[src/rtl/xyolo_packer.sv]
// rtl/xyolo_packer.sv - packs 16-bit reduced results two per word into a FIFO-buffered memory write port
// Optional saturation is enabled by defining XYOLO_PACK_SAT_EN.
module xyolo_packer #(
    parameter int DATA_W  = 32,
    parameter int ADDR_W  = 10,
    parameter int FIFO_AW = 2
) (
    input  logic              clk,
    input  logic              rst,
    input  logic              run,
    input  logic [ADDR_W-1:0] base,
    input  logic [ADDR_W:0]   n_out,
    input  logic              in_valid,
    input  logic [DATA_W-1:0] in_data,
    output logic              m_valid,
    input  logic              m_ready,
    output logic [ADDR_W-1:0] m_addr,
    output logic [DATA_W-1:0] m_data,
    output logic [3:0]        m_strb,
    output logic              done,
    output logic              overflow
);

    localparam int DEPTH = 1 << FIFO_AW;
    localparam logic [FIFO_AW:0] FULL = (FIFO_AW + 1)'(DEPTH);

    typedef enum logic [1:0] {S_IDLE, S_PACK, S_DRAIN, S_DONE} state_t;

    state_t             state;
    logic [DATA_W+3:0]  mem [DEPTH];
    logic [FIFO_AW-1:0] wr_ptr;
    logic [FIFO_AW-1:0] rd_ptr;
    logic [FIFO_AW:0]   count;
    logic [ADDR_W:0]    n_lat;
    logic [ADDR_W:0]    taken;
    logic [ADDR_W:0]    taken_nxt;
    logic               half;
    logic [15:0]        lo;
    logic [15:0]        red;
    logic               take;
    logic               last;
    logic               push;
    logic               push_ok;
    logic               pop;
    logic [DATA_W+3:0]  push_word;

`ifdef XYOLO_PACK_SAT_EN
    always_comb begin
        red = in_data[15:0];
        if ($signed(in_data) > 32'sd32767) begin
            red = 16'h7FFF;
        end else if ($signed(in_data) < -32'sd32768) begin
            red = 16'h8000;
        end
    end
`else
    logic unused_hi;
    assign unused_hi = ^in_data[DATA_W-1:16];
    assign red       = in_data[15:0];
`endif

    // A run in the same cycle as a strobe wins; the strobe is dropped.
    assign take      = (state == S_PACK) && in_valid && !run;
    assign taken_nxt = taken + 1'b1;
    assign last      = (taken_nxt == n_lat);
    assign push      = take && (half || last);
    assign push_word = half ? {4'b1111, red, lo} : {4'b0011, 16'h0000, red};
    assign m_valid   = (count != '0);
    assign pop       = m_valid && m_ready;
    assign push_ok   = push && ((count != FULL) || pop);
    assign m_data    = m_valid ? mem[rd_ptr][DATA_W-1:0] : '0;
    assign m_strb    = m_valid ? mem[rd_ptr][DATA_W+3:DATA_W] : 4'b0000;

    always_ff @(posedge clk) begin
        if (push_ok) begin
            mem[wr_ptr] <= push_word;
        end
    end

    always_ff @(posedge clk or negedge rst) begin
        if (!rst) begin
            state    <= S_IDLE;
            wr_ptr   <= '0;
            rd_ptr   <= '0;
            count    <= '0;
            n_lat    <= '0;
            taken    <= '0;
            half     <= 1'b0;
            lo       <= '0;
            m_addr   <= '0;
            done     <= 1'b0;
            overflow <= 1'b0;
        end else if (run) begin
            state    <= (n_out == '0) ? S_DONE : S_PACK;
            wr_ptr   <= '0;
            rd_ptr   <= '0;
            count    <= '0;
            n_lat    <= n_out;
            taken    <= '0;
            half     <= 1'b0;
            lo       <= '0;
            m_addr   <= base;
            done     <= (n_out == '0);
            overflow <= 1'b0;
        end else begin
            if (pop) begin
                rd_ptr <= rd_ptr + 1'b1;
                m_addr <= m_addr + 1'b1;
            end
            if (push_ok) begin
                wr_ptr <= wr_ptr + 1'b1;
            end else if (push) begin
                overflow <= 1'b1;
            end
            if (push_ok && !pop) begin
                count <= count + 1'b1;
            end else if (!push_ok && pop) begin
                count <= count - 1'b1;
            end
            if (take) begin
                taken <= taken_nxt;
                if (push) begin
                    half <= 1'b0;
                end else begin
                    lo   <= red;
                    half <= 1'b1;
                end
            end
            case (state)
                S_PACK: begin
                    if (take && last) begin
                        state <= S_DRAIN;
                    end
                end
                S_DRAIN: begin
                    if ((count == '0) || ((count == 1) && pop)) begin
                        state <= S_DONE;
                        done  <= 1'b1;
                    end
                end
                default: begin
                end
            endcase
        end
    end

endmodule
[config.mk]
export PLATFORM = sky130hd
export DESIGN_NAME = xyolo_packer
export DESIGN_NICKNAME = d
export VERILOG_FILES = /design/src/rtl/xyolo_packer.sv
export SDC_FILE = /design/constraint.sdc
export NUM_CORES = 1
export LEC_CHECK = 0
export CELL_PAD_IN_SITES_DETAIL_PLACEMENT = 1
export CELL_PAD_IN_SITES_GLOBAL_PLACEMENT = 2
export CORE_ASPECT_RATIO = 0.7
export CORE_UTILIZATION = 25
export DETAILED_ROUTE_END_ITERATION = 6
export GPL_ROUTABILITY_DRIVEN = 0
export PLACE_DENSITY = 0.58
export REMOVE_ABC_BUFFERS = 1
export SLEW_MARGIN = 10
export SYNTH_ARGS = -nofsm -noshare
export SYNTH_HDL_FRONTEND = slang
export SYNTH_SLANG_ARGS = --single-unit
[constraint.sdc]
create_clock -name clk -period 3.75 [get_ports clk]
set_input_delay 0.9375 -clock clk [delete_from_list [all_inputs] [get_ports clk]]
set_output_delay 0.9375 -clock clk [all_outputs]
set_load 0.05 [all_outputs]
==> reports/qor.yml, run 1 <==
outcome:
  outcome: "finished, final reports clean"
placement:
  hpwl_mm: 14.9
  port_buffers: 90
  post-place-cells: 1152
  pre_cts_ws_ns: 0.0879
flow_run:
  cap_violations: 0
floorplanning:
  fp.dieArea_mm2: 0.0360
  die_h_um: 159
  rows: 57
  ios: 107
  die_w_um: 226
  core_mm2: 0.0347
  initial_utilization: 0.254
detailed_routing:
  drc: 0
  wl_per_cell_um: 18.8
  totalWireLength_mm: 22.2
  drt-vias-per-instance: 4.48
  first_pass_iters: 4
  vias: 5304
  antenna_left: 0
  initialDrtViolationCount: 278
pwr:
  power.density_mw_per_mm2: 576
  clkPwrFrac: 0.280
  p_int_mw: 4.34
  peakVddDrop_v: 0.000265
  combPwrFrac: 0.350
  seqPwrFrac: 0.371
  leakage_nw: 3.91
  swShare: 0.334
  net-switching-power_mw: 2.18
yosys:
  synthCells: 611
  yosys_warnings: 0
  syn_area_per_cell_um2: 14.4
  ys_ff_latch: 192
  async_flop_share: 0.313
  synth-edff-count: 132
  yosysSeqAreaShare: 0.620
  synth_area_mm2: 0.00882
  netlist-cell-type-count: 57
  ys.flop_type: "edfxtp_1"
critical_path:
  worstSetupPathType: "register to register"
  r2r-start: "taken[0]"
  worstSetupStartpoint: "taken[0]"
  arrival_ns: 3.66
  crit_path_start_kind: "register"
  cp.required_ns: 4.10
  worstSetupEndpointType: "register"
  crit_path_cell_trace: "ha_1 > nand3_1 > o221ai_1 > o211a_1 > nand2_1 > and4_1 > buf_4 > nor3_4 > a22oi_1 > o21ai_1"
  cp_max_fo: 23
  cpPeakStageDelay_ns: 0.84
  cp_slowest_cell: "nor3_4"
sta:
  setup_viol_count_final: 0
  finalMaxSlewViolations: 0
  skew_ns: 0.0114
  worst_pin_slew_ns: 1.07
  post-route-period-util: 0.882
  fmax_mhz: 302
  rsz0062_at_grt: "no"
  hold_violations: 0
  relSlewSlack: 0.285
  setup_slack_ns: 0.442
  finalCriticalPeriod_ns: 3.31
  fin_tns_setup_ns: 0
cts:
  cts_buffers: 17
  post_cts_buffers: 0
  post_cts_resized: 0
  worstSkewPairLatency_ns: 0.44
  clockBufferDepth: 2
  postCtsHoldBufs: 0
  cts_tree: "yes"
  cts.sinks: 192
  htree_num_levels: 4
  path_clk_slew_ns: 0.07
  cts-root-buf: "clkbuf_16"
global_routing:
  grt_max_degree: 41
  grt_util_all_layers: 0.130
  grt_pass1_wl_mm: 35.0
  overflow: 0
  antenna_found_initial: 0
  grt_pass1_vias: 5779
layout:
  drive_gt1_frac: 0.251
  n_antenna_cell: 0
  final_core_util: 0.326
  fin_nets: 767
  layout.cells.non_filler: 1184
  area_growth_pct: 28.3
worst_hold_path:
  hold_path.class: "register to register"
  holdCritStartpoint: "overflow"
-- worst paths after layout --
| kind | to | slack, ns | cells past startpoint |
|---|---|---|---|
| worst max-delay path | lo[14] | 0.44 | 10 |
| worst min-delay path | overflow | 0.53 | 2 |
| worst max register to register | lo[14] | 0.44 | 10 |
| worst min register to register | overflow | 0.53 | 2 |
| max in group asynchronous | rd_ptr[0] | 2.36 | 2 |
| min in group asynchronous | m_addr[5] | 0.59 | 1 |
-- power groups by stage --
stage	clock network (mW)	logic [mW]	registers [mW]
after global routing	1.95	2.40	2.43
after global placement	0	2.30	2.46
final	1.82	2.28	2.42
after detailed placement	0	2.32	2.46
after floorplan	0	1.25	2.55
after CTS	1.88	2.33	2.42
-- critical path: cells and delay by family, from the launching register on --
family	cells	cell delay, ns
AOI/OAI and AO/OA	4	0.76
adders and majority gates	1	0.41
buffers and inverters	1	0.26
DFF	1	0.44
and+or+nand+nor	4	1.35
-- flip-flops by register name, indices dropped and copies added, names as in the netlist --
name / flops
wr_ptr: 2
overflow: 1
state: 2
mem: 132
count: 3
n_lat: 11
done: 1
rd_ptr: 2
m_addr: 10
half: 1
lo: 16
taken: 11
-- through the flow --
step | area, µm² | hold slack [ns] | total power [mW]
global route | 11300 | 0.559 | 6.78
CTS | 11300 | 0.539 | 6.62
floorplan | 8590 | 0.498 | 3.79
global placement | 10700 | 0.512 | 4.75
finish | 11300 | 0.530 | 6.52
detailed placement | 10700 | 0.515 | 4.78
-- area by class of cell --
cell class,count,area [µm²]
tap,472,591
timing repair buffer,112,1540
multi-input combinational,371,3110
inverter,5,18.8
sequential,192,5470
fill,3619,23400
clock inverter,14,155
clock buffer,18,429
-- synth_stat cells (10+ instances only) --
| library cell | count | area share |
|---|---|---|
| mux2_2 | 27 | 0.034 |
| nand2_1 | 29 | 0.012 |
| o21ai_1 | 14 | 0.0079 |
| nand3_1 | 13 | 0.0074 |
| o21ai_0 | 31 | 0.018 |
| ha_1 | 10 | 0.014 |
| dfrtp_1 | 60 | 0.17 |
| clkbuf_1 | 21 | 0.0089 |
| nor2_1 | 31 | 0.013 |
| a22oi_2 | 10 | 0.014 |
| and2_1 | 56 | 0.040 |
| mux4_2 | 33 | 0.084 |
| edfxtp_1 | 132 | 0.45 |
| xor2_1 | 13 | 0.013 |
| xnor2_1 | 20 | 0.020 |
| a21oi_1 | 10 | 0.0057 |
-- layer usage --
| metal | GRT usage | wire length [µm] | vias to the layer above |
|---|---|---|---|
| li1 | - | - | 2451 |
| met1 | 0.182 | 10800 | 2780 |
| met2 | 0.204 | 10700 | 61 |
| met3 | 0.0275 | 625 | 12 |
| met4 | 0.0295 | 165 | 0 |
| met5 | 0 | 0 | - |
-- cells in the final DEF, fill, tap and decap left out, types with 6 or more instances in the layout --
cell	n
nand3_1	13
xnor2_1	20
edfxtp_1	132
ha_1	10
nand2_1	29
clkdlybuf4s50_1	51
and2_1	52
clkbuf_16	17
a22oi_2	10
mux2_2	27
mux2i_1	6
dfrtp_1	58
o21ai_0	31
mux4_2	33
xor2_1	13
a21oi_1	10
and3_1	6
o21ai_1	14
nor2_1	31
buf_12	46
buf_4	13
a22oi_1	6
-- kinds of logic (layout without fill, tap and decap cells) --
logic type	Yosys count	in the layout	synth area share
adders and majority gates	10	10	0.0142
and+or+nand+nor	174	174	0.112
muxes	67	67	0.127
DFF	192	192	0.620
xor gates and xnor gates	33	33	0.0328
AOI/OAI and AO/OA	87	87	0.0660
buffers and inverters	48	149	0.0281
Power figures use the tool's default switching activity.
==> inputs of run 2 (changes only) <==
--- a/config.mk
+++ b/config.mk
@@ -5,10 +5,12 @@
 export SDC_FILE = /design/constraint.sdc
 export NUM_CORES = 1
 export LEC_CHECK = 0
+export CAP_MARGIN = 20
 export CELL_PAD_IN_SITES_DETAIL_PLACEMENT = 1
 export CELL_PAD_IN_SITES_GLOBAL_PLACEMENT = 2
-export CORE_ASPECT_RATIO = 0.7
+export CORE_ASPECT_RATIO = 1.4
 export CORE_UTILIZATION = 25
+export CTS_CLUSTER_DIAMETER = 100
 export DETAILED_ROUTE_END_ITERATION = 6
 export GPL_ROUTABILITY_DRIVEN = 0
 export PLACE_DENSITY = 0.58
==> reports/qor.yml, run 2 (same netlist as run 1, synthesis figures left out) <==
critical_path:
  worstSetupEndpointType: "register"
  crit_path_start_kind: "register"
  worstSetupPathType: "register to register"
  r2r-end: "lo[15]"
  ff2ff_path_depth: 10  # unchanged
  cp_max_fo: 23  # unchanged
  r2r-start: "taken[0]"
  arrival_ns: 3.58  # -0.08 ns
  cp.required_ns: 4.11  # about the same
  rrSetupSlack_ns: 0.53  # +0.09 ns
detailed_routing:
  drt-vias-per-instance: 4.58  # +2.2%
  initialDrtViolationCount: 171  # -38%
  drc: 0  # unchanged
  wl_per_cell_um: 17.8  # -5.1%
  first_pass_iters: 4  # unchanged
  totalWireLength_mm: 20.8  # -6.5%
  antenna_left: 0  # unchanged
  vias: 5345  # +0.77%
sta:
  setup_viol_count_final: 0  # unchanged
  worst_pin_slew_ns: 0.993  # -0.0758 ns
  fin_hold_ws_ns: 0.514  # -0.0163 ns
  fmax_mhz: 310  # +2.7%
  rsz0062_at_grt: "no"
  finalCriticalPeriod_ns: 3.22  # -0.0857 ns
  finalMaxSlewViolations: 0  # unchanged
  relSlewSlack: 0.336  # +0.0507
  hold_violations: 0  # unchanged
  skew_ns: 0.00851  # -0.00292 ns
  post-route-period-util: 0.859  # -0.0228
cts:
  postCtsHoldBufs: 0  # unchanged
  worstSkewPairLatency_ns: 0.43  # about the same
  cts_tree: "yes"
  cts-root-buf: "clkbuf_16"
  htree_num_levels: 4  # unchanged
  post_cts_buffers: 0  # unchanged
  cts_buffers: 17  # unchanged
  path_clk_slew_ns: 0.07  # about the same
  cts.sinks: 192  # unchanged
  post_cts_resized: 0  # unchanged
  clockBufferDepth: 2  # unchanged
placement:
  port_buffers: 90  # unchanged
  hpwl_mm: 13.6  # -8.8%
  post-place-cells: 1135  # -1.5%
global_routing:
  grt_use_met2: 0.222  # +0.0179
  met3_usage: 0.0269  # -0.000573
  overflow: 0  # unchanged
  grt_max_degree: 61  # +49%
  grt_util_all_layers: 0.120  # -0.00932
  grt_pass1_wl_mm: 33.1  # -5.6%
  antenna_found_initial: 1  # +1
  top_usage_layer: "met2"
  grt_use_met1: 0.138  # -0.0436
  grt_pass1_vias: 5978  # +3.4%
worst_hold_path:
  min_to: "done"
  holdPathStages: 1  # -1
  holdCritStartpoint: "done"
  hold_path.class: "register to register"
floorplanning:
  die_w_um: 161  # -29%
  core_mm2: 0.0349  # +0.38%
  die_h_um: 224  # +41%
  initial_utilization: 0.253  # -0.000957
  fp.dieArea_mm2: 0.0360  # about the same
  rows: 81  # +42%
  ios: 107  # unchanged
pwr:
  leakage_nw: 3.88  # -0.82%
  power.density_mw_per_mm2: 567  # -1.6%
  peakVddDrop_v: 0.000319  # +20%
layout:
  multiInputGateArea_mm2: 0.00311  # unchanged
  nFillCells: 3690  # +2.0%
  largest_reg_flops: 132  # unchanged
  drive_gt1_frac: 0.249  # -0.00246
  largest_register: "mem"
  ff_latch_area_mm2: 0.00547  # unchanged
  area_growth_pct: 27.0
  top_regs: "mem x132, lo x16"
  mostFrequentLayoutCells: "edfxtp_1, dfrtp_1, and2_1"
  fin_nets: 766  # -0.13%
  layout_commonest_cell: "edfxtp_1"
  layout.cells.non_filler: 1167  # -1.4%
  n_antenna_cell: 0  # unchanged
outcome:
  outcome: "finished, final reports clean"
flow_run:
  cap_violations: 0  # unchanged
[run 2: cell types whose count changed in the layout (fill, tap and decap cells not counted), sizes merged]
cell,previous run,this run
bufinv,2,1
buf,61,60
clkbuf,18,19
[run 2: how the worst max path moves through the flow]
stage,start,to,depth (start not counted)
2_1_floorplan,count[0],m_strb[2],4
3_3_place_gp,in_valid,mem[0][26],10
3_5_place_dp,in_valid,mem[1][26],10
4_1_cts,rd_ptr[0],m_data[5],4
5_1_grt,taken[0],lo[15],10
6_report,taken[0],lo[15],10
[run 2: area by class of cell]
| type | count | share of cell area |
|---|---|---|
| Clock inverter | 13 | 0.0115 |
| Sequential cell | 192 | 0.488 |
| Clock buffer | 19 | 0.0387 |
| Multi-Input combinational cell | 371 | 0.278 |
| Timing Repair Buffer | 111 | 0.131 |
| Inverter | 5 | 0.00168 |
| Tap cell | 456 | 0.0509 |
[run 2: power by group]
group          internal (mW)  switching, mW  total [mW]  leakage, nW
Combinational          0.952           1.22        2.17         1.63
Clock                  0.931          0.827        1.76        0.268
Sequential              2.34         0.0830        2.42         1.98
Total                   4.23           2.13        6.35         3.88
[run 2: layer usage]
| layer | part of all wire | wire length [µm] | up-vias |
|---|---|---|---|
| met4 | 0.012 | 242 | 2 |
| li1 | - | - | 2465 |
| met5 | 0.00053 | 11 | - |
| met3 | 0.035 | 724 | 18 |
| met1 | 0.42 | 8650 | 2753 |
| met2 | 0.54 | 11200 | 107 |
[run 2: through the flow]
stage | worst slack, ns | instance area (µm²) | setup TNS, ns | power (mW) | util
after floorplan | -0.211 | 8590 | -16.49 | 3.79 | -
after global placement | 0.228 | 10600 | 0 | 4.65 | 0.305
after detailed placement | 0.192 | 10600 | 0 | 4.69 | 0.305
after CTS | 0.439 | 11200 | 0 | 6.46 | 0.321
after global routing | 0.302 | 11200 | 0 | 6.61 | 0.321
final | 0.527 | 11200 | 0 | 6.35 | 0.321
[run 2: critical path, stage by stage, from the launching register on]
cell and delay (ns):
dfrtp_1 0.46, ha_1 0.40, nand3_1 0.16, o221ai_1 0.22, o211a_1 0.19, nand2_1 0.10, and4_1 0.24, buf_4 0.25
nor3_4 0.78, a22oi_1 0.18, o21ai_1 0.17
